[src/rtl/mem_stream_arb.sv]
// Arbitrates NCH first-word-fall-through memory ports into one registered
// {bx, sel, data} stream with valid/ready backpressure and optional BX headers.
module mem_stream_arb #(
    parameter int unsigned NCH    = 12,
    parameter int unsigned DW     = 45,
    parameter int unsigned BXW    = 3,
    parameter int unsigned SELW   = $clog2(NCH + 1),
    parameter int unsigned RR     = 0,
    parameter int unsigned HDR_EN = 1
) (
    input  logic                     clk,
    input  logic                     rst_n,
    input  logic [BXW-1:0]           bx,
    input  logic                     bx_start,
    input  logic [NCH*DW-1:0]        mem_dat,
    input  logic [NCH-1:0]           mem_valid,
    output logic [NCH-1:0]           mem_rd,
    input  logic                     out_ready,
    output logic                     out_valid,
    output logic                     out_hdr,
    output logic [BXW+SELW+DW-1:0]   mem_dat_stream
);

    localparam int unsigned     SW      = BXW + SELW + DW;
    localparam logic [SELW-1:0] HDR_SEL = '1;

    typedef enum logic {RUN, HDR_PEND} state_t;

    state_t          state, state_nxt;
    logic [BXW-1:0]  bx_cur, bx_cur_nxt;
    logic [DW-1:0]   word_cnt, word_cnt_nxt;
    logic [SELW-1:0] rr_ptr, rr_ptr_nxt;
    logic            out_valid_nxt, out_hdr_nxt;
    logic [SW-1:0]   stream_nxt;

    logic            load;
    logic            any_valid;
    logic [SELW-1:0] base;
    logic [2*NCH-1:0] dbl;
    logic [NCH-1:0]  rot;
    logic [SELW-1:0] off;
    logic [SELW:0]   gsum;
    logic [SELW-1:0] grant;
    logic [DW-1:0]   gnt_dat;

    assign load      = ~out_valid | out_ready;
    assign any_valid = |mem_valid;

    // Rotate the request vector so the search always starts at bit 0.
    assign base = (RR != 0) ? rr_ptr : '0;
    assign dbl  = {mem_valid, mem_valid} >> base;
    assign rot  = dbl[NCH-1:0];

    always_comb begin
        off = '0;
        for (int i = NCH - 1; i >= 0; i--) begin
            if (rot[i]) off = SELW'(i);
        end
    end

    always_comb begin
        gsum = {1'b0, base} + {1'b0, off};
        if (gsum >= (SELW+1)'(NCH)) gsum = gsum - (SELW+1)'(NCH);
    end

    assign grant = gsum[SELW-1:0];

    always_comb begin
        gnt_dat = '0;
        for (int i = 0; i < NCH; i++) begin
            if (grant == SELW'(i)) gnt_dat = mem_dat[i*DW +: DW];
        end
    end

    // Next-state, output-register and pop-strobe logic.
    always_comb begin
        state_nxt     = state;
        bx_cur_nxt    = bx_cur;
        word_cnt_nxt  = word_cnt;
        rr_ptr_nxt    = rr_ptr;
        out_valid_nxt = out_valid;
        out_hdr_nxt   = out_hdr;
        stream_nxt    = mem_dat_stream;
        mem_rd        = '0;

        if (bx_start) bx_cur_nxt = bx;

        case (state)
            HDR_PEND: begin
                if (load) begin
                    out_valid_nxt = 1'b1;
                    out_hdr_nxt   = 1'b1;
                    stream_nxt    = {bx_cur, HDR_SEL, word_cnt};
                    word_cnt_nxt  = '0;
                    state_nxt     = bx_start ? HDR_PEND : RUN;
                end
            end
            default: begin
                if (bx_start && (HDR_EN != 0)) begin
                    // Header pre-empts any data in the boundary cycle.
                    state_nxt = HDR_PEND;
                    if (load) begin
                        out_valid_nxt = 1'b0;
                        out_hdr_nxt   = 1'b0;
                    end
                end else if (load) begin
                    out_hdr_nxt   = 1'b0;
                    out_valid_nxt = any_valid;
                    if (any_valid) begin
                        stream_nxt   = {bx_cur_nxt, grant, gnt_dat};
                        mem_rd       = NCH'(rst_n) << grant;
                        word_cnt_nxt = (word_cnt == '1) ? word_cnt : word_cnt + DW'(1);
                        rr_ptr_nxt   = (grant == SELW'(NCH - 1)) ? '0 : grant + SELW'(1);
                    end
                end
            end
        endcase
    end

    always_ff @(posedge clk or negedge rst_n) begin
        if (!rst_n) state <= RUN;
        else        state <= state_nxt;
    end

    always_ff @(posedge clk or negedge rst_n) begin
        if (!rst_n) begin
            bx_cur         <= '0;
            word_cnt       <= '0;
            rr_ptr         <= '0;
            out_valid      <= 1'b0;
            out_hdr        <= 1'b0;
            mem_dat_stream <= '0;
        end else begin
            bx_cur         <= bx_cur_nxt;
            word_cnt       <= word_cnt_nxt;
            rr_ptr         <= rr_ptr_nxt;
            out_valid      <= out_valid_nxt;
            out_hdr        <= out_hdr_nxt;
            mem_dat_stream <= stream_nxt;
        end
    end

endmodule
[config.mk]
export PLATFORM = sky130hd
export DESIGN_NAME = mem_stream_arb
export DESIGN_NICKNAME = d
export VERILOG_FILES = /design/src/rtl/mem_stream_arb.sv
export SDC_FILE = /design/constraint.sdc
export NUM_CORES = 1
export LEC_CHECK = 0
export CAP_MARGIN = 20
export CORE_AREA = 2 2 246 248
export CTS_BUF_LIST = sky130_fd_sc_hd__clkbuf_16
export DETAILED_ROUTE_END_ITERATION = 8
export DIE_AREA = 0 0 248 250
export GPL_TIMING_DRIVEN = 0
export PLACE_DENSITY = 0.52
export SLEW_MARGIN = 40
export SYNTH_ARGS = -nofsm -noshare
export SYNTH_HDL_FRONTEND = slang
export SYNTH_SLANG_ARGS = --single-unit
[constraint.sdc]
create_clock -name clk -period 8.95 [get_ports clk]
set_input_delay 2.685 -clock clk [delete_from_list [all_inputs] [get_ports clk]]
set_output_delay 2.685 -clock clk [all_outputs]
set_load 0.005 [all_outputs]
; ---- Word-level counts from Yosys, hierarchy flattened
; Index checks and enable logic that the tools add are counted.
[totals]
regBits = 103
inputBits = 559
output_inout_bits = 66
elab_cells = 81
[classes]
n_addsub = 2
n_lt_le_gt_ge = 1
eq_ne = 14
shifts = 1
mux = 50
n_bitwise = 2
n_reduce_logical = 5
[ops]
columns = cell, n
row1 = 45-bit two-way mux, 18
row2 = 52-bit two-way mux, 5
row3 = 4-bit two-way mux, 13
row4 = 12-bit two-way mux, 4
row5 = 45-bit by 1-bit adder with 45-bit output (second input constant), 1
row6 = 45-bit equality test (second input constant), 1
row7 = 4-bit by 3-bit equality test with 1-bit output (second input constant), 4
row8 = 4-bit equality test (second input constant), 4
row9 = 12-bit OR reduction, 1
row10 = 1-bit by 4-bit << shifter with 12-bit output, 1
row11 = 1-bit two-way mux, 9
row12 = 4-bit by 2-bit equality test with 1-bit output (second input constant), 2
row13 = 4-bit by 1-bit equality test with 1-bit output (second input constant), 1
row14 = 4-bit >= comparator (second input constant), 1
row15 = 4-bit logical NOT, 1
row16 = 4-bit AND reduction, 1
row17 = 4-bit subtractor (second input constant), 1
row18 = 3-bit two-way mux, 1
row19 = 3-bit AND reduction, 1
row20 = 2-bit by 1-bit inequality test with 1-bit output (second input constant), 1
row21 = 2-bit inequality test (second input constant), 1
row22 = 2-bit nonzero test, 1
row23 = 1-bit inverter, 1
row24 = 1-bit OR, 1

; ---- Longest topological paths before layout
[logic_depth]
word_depth = 31
mapped_depth = 14
mapped_depth_nobuf = 11

; ---- Worst setup path before layout
; Ideal clock, no wire load.
[synth_timing]
path_type = input to output
start = input port mem_valid[0]
end = output port mem_rd[0]
arrival_ns = 4.414
required_ns = 6.265
path_slack_ns = 1.851
path_stages = 7
path_buffers = 1
cell_sequence = buf_2 > nor2_2 > nand2_1 > or2_2 > ha_1 > or4b_2 > nor2_1
[synth_between]
elab_chain_cells = 8
word_cells_on_any_way = 10
cone_classes = add/sub (1) / order compare (1) / shift (1) / mux (6) / reduce/logical (1)
[synth_rtl]
columns = item, line
row1 = from (decl), 16  ; input logic [NCH-1:0] mem_valid,
row2 = 4-bit two-way mux, 57  ; if (rot[i]) off = SELW'(i);
row3 = 4-bit subtractor / 4-bit >= comparator (equally long branches), 63  ; if (gsum >= (SELW+1)'(NCH)) gsum = gsum - (SELW+1)'(NCH);
row4 = 4-bit two-way mux, 63
row5 = 1-bit by 4-bit << shifter with 12-bit output, 111  ; mem_rd = NCH'(rst_n) << grant;
row6 = 12-bit two-way mux *, 109  ; if (any_valid) begin
row7 = 12-bit two-way mux *, 106  ; end else if (load) begin
row8 = 12-bit two-way mux *, 99  ; if (bx_start && (HDR_EN != 0)) begin
row9 = 12-bit two-way mux *, 88  ; case (state)
row10 = to (decl), 17  ; output logic [NCH-1:0] mem_rd,
; Mark *: on every way between the ends. The rest lies on a longest branch, timed or not.

; ---- Worst setup path in the final report
[layout_timing]
start = input port mem_valid[3]
end = output port mem_rd[11]
[layout_between]
elab_chain_cells = 11
word_cells_on_any_way = 13
cone_classes = add/sub (1) / order compare (1) / shift (1) / mux (9) / reduce/logical (1)
[layout_rtl]
columns = item, line
row1 = 4-bit two-way mux (4 in a row), 57
row2 = 4-bit subtractor / 4-bit >= comparator (equally long branches), 63
row3 = 4-bit two-way mux, 63
row4 = 1-bit by 4-bit << shifter with 12-bit output, 111
row5 = 12-bit two-way mux *, 109
row6 = 12-bit two-way mux *, 106
row7 = 12-bit two-way mux *, 99
row8 = 12-bit two-way mux *, 88
; Marked as above.

==> results.tsv <==
metric	value	unit
initial antenna violation count	34	
number of synthesized flops with an enable pin	0	
syn_nets	1922	
clock-pin slew on the worst setup and hold paths	80	ps
# hold bufs at CTS	0	
area delta synth->final	75.2	%
Yosys warnings	0	
Hold Fails Final Rpt	0	
clock latency at the later pin of the worst-skew pair	380	ps
Final ANT Viol Nets	0	
vias in the first global route	15000	
layout cells sized above 1	7.30	%
CTS sink count	103	
via count	14800	
Sw Ratio	37.0	%
Clk pwr share	24.4	%
H-tree levels	3	
Top FF cell, synth	dfrtp_1	
root buffer cell	clkbuf_16	
WS Path Type	in -> out	
critical path launch point type	input pin	
max_slew headroom	34.8	%
Layout Utilization	30.2	%
final worst path period share	97.6	%
Worst Path Required	6270	ps
wire length per cell	31.1	µm
Synth top area share	25.1	%
Final #Nets	2560	
Critical Path End Type	output port	
die area	62000	µm²
Yosys top cell by area	dfrtp_1	
fin. max-slew vios	0	
Pwr Density	98.1	nW/µm²
Power Total	1.77	mW
DIE HEIGHT	250	µm
Pleak	6.68	nW
Iter 0 DRT Violations	1489	
routability cong.	0.988	
first-pass GRT wire length	117	mm
R2R depth	8	
DRC viols	0	
Synth Register Bits	103	
Detailed Routing Iterations Pass 1	6	
cells after synthesis	1358	
WP data arrival	6050	ps
boundary pin count	625	
Psw	0.653	mW
starting density of the core	17.2	%
register area	2580	µm²
FMAX	115	MHz
Async SR Flop Fraction	100	%
post-synthesis sequential area ratio	25.1	%
final setup vio count	0	
final setup skew	13.3	ps
fillers	6391	
Vias/cell	5.28	
synth unique cells	78	
Min Clock Period, post-route	8730	ps
# port buffers	622	
Seq pwr share	29.6	%
TritonCTS buffer count	9	
most area-consuming cells after synthesis	dfrtp_1 25%, nand2_1 8.3%, nand3_1 6.0%	
actual slew at the worst max-slew pin	978	ps
reg2reg end	word_cnt[41]	
Power Internal	1.11	mW
multi-input logic area	7140	µm²
Rows	90	
largest net degree at the start of global routing	66	
DRT Wirelength	87.1	mm
syn avg cell area	7.56	µm²
depth of the worst hold-timing path	2	
GRT Resource Usage Total	27.0	%
total gr overflow	0	
most frequent cells in the layout	621 x clkdlybuf4s50_1, 226 x nand2_1, 124 x nand3_1, 103 x dfrtp_1, 86 x nor2_1	
reg2reg start	word_cnt[26]	
Setup Fix Bufs, Post-CTS	0	
status	finished clean	
setup TNS	0	ps
combinational power share	46.0	%
mapped cell area	10300	µm²
Core Area	59600	µm²
Max VDD drop	0.0000901	V
Max-Cap Viols	0	
flop2flop setup slack	5860	ps
RSZ-0062 raised after global routing	false	
commonest non-fill, non-tap cell in the layout	clkdlybuf4s50_1	
CP Max Fanout	10	
Worst Hold Class	reg -> reg	
CTS max path bufs	2	
CTS tree	built	
HPWL after DPL	74.1	mm
Die X-Extent	248	µm
worst hold endpoint	out_hdr	
Hold Startpoint	out_hdr	
-- power by group through the flow --
stage,Clock [mW],Sequential [mW],Combinational (mW)
2_1_floorplan,0,0.529,0.250
3_5_place_dp,0,0.532,0.802
6_report,0.430,0.523,0.812
5_1_grt,0.452,0.526,0.854
4_1_cts,0.437,0.523,0.806
3_3_place_gp,0,0.531,0.792
-- registers in the layout, indices dropped and copies added, names as in the netlist --
register	flops
bx_cur	3
mem_dat_stream	52
word_cnt	45
out_hdr	1
state	1
out_valid	1
-- logic make-up (layout without fill, tap and decap cells) --
group / after synthesis / after routing / share of synthesized area [%]
AOI/OAI and AO/OA: 423 / 423 / 31.7
xor gates and xnor gates: 29 / 29 / 2.47
adders and majority gates: 5 / 5 / 0.609
buffers and inverters: 141 / 784 / 6.25
DFF: 103 / 103 / 25.1
muxes: 66 / 66 / 6.60
other: 0 / 16 / 0
and+or+nand+nor: 591 / 591 / 27.2
-- worst max-delay path, cell delays in order --
cell and delay [ps]:
clkdlybuf4s50_1 650, nand2b_1 330, nand2_2 200, a21oi_4 350, buf_2 360, buf_2 400
nand2_1 350, nor2_1 180, clkdlybuf4s50_1 520
-- per-layer routing --
layer  track usage (%)  vias to the layer above  part of all wire (%)
met4              8.09                       12                   2.7
met2              44.7                      822                    47
met1              35.1                     7313                    42
met5                 0                        -                 0.094
li1                  -                     6525                     -
met3              5.45                      112                   8.0
-- worst max-delay path by stage --
| stage | startpoint | end | slack (ps) | cells after the start |
|---|---|---|---|---|
| final | mem_valid[3] | mem_rd[11] | 220 | 9 |
| after global routing | mem_valid[3] | mem_rd[3] | 110 | 9 |
| after CTS | mem_valid[1] | mem_rd[3] | 110 | 7 |
| after detailed placement | mem_valid[1] | mem_rd[5] | -430 | 9 |
| after global placement | rst_n | mem_rd[5] | -2710 | 4 |
| after floorplan | mem_valid[0] | mem_rd[0] | 1850 | 7 |
-- Yosys cell counts (all sizes together), types with 11 or more instances --
| cell | instances |
|---|---|
| o2111ai | 18 |
| a211oi | 21 |
| nand2b | 11 |
| a21oi | 51 |
| nand3 | 125 |
| dfrtp | 103 |
| buf | 65 |
| o2bb2ai | 19 |
| a22o | 15 |
| o211ai | 19 |
| a222oi | 29 |
| o41ai | 13 |
| o21a | 15 |
| a21o | 11 |
| o221ai | 30 |
| or3 | 20 |
| inv | 22 |
| nor2 | 96 |
| and3 | 29 |
| mux2i | 52 |
| a221o | 18 |
| nor3 | 23 |
| nor4 | 17 |
| clkbuf | 54 |
| nand2 | 230 |
| nand4 | 16 |
| mux2 | 14 |
| a221oi | 29 |
| xnor2 | 25 |
| o21ai | 55 |
| a31oi | 22 |
-- per-stage QoR --
step / area [µm²] / hold WS [ps] / instances / setup WS, ps
floorplan: 10300 / 471 / 1358 / 1850
global placement: 17500 / 470 / 2762 / -2710
detailed placement: 17600 / 468 / 2767 / -428
CTS: 17900 / 487 / 2782 / 115
global route: 18000 / 510 / 2796 / 109
finish: 18000 / 488 / 2799 / 217
-- final cells by class --
| type | instances | share of cell area (%) |
|---|---|---|
| antenna | 16 | 0.223 |
| buffer | 118 | 3.12 |
| clock buffer | 9 | 1.25 |
| clock inverter | 7 | 0.390 |
| inverter | 22 | 0.459 |
| multi-input combinational | 1114 | 39.7 |
| sequential | 103 | 14.3 |
| tap | 782 | 5.44 |
| timing repair buffer | 628 | 35.1 |
-- what timing repair did --
item                       in CTS  in global routing
gates resized for setup         0                  2
gates cloned                    0                  0
setup endpoints to repair       4                  4
(Power assumes the default switching activity.)
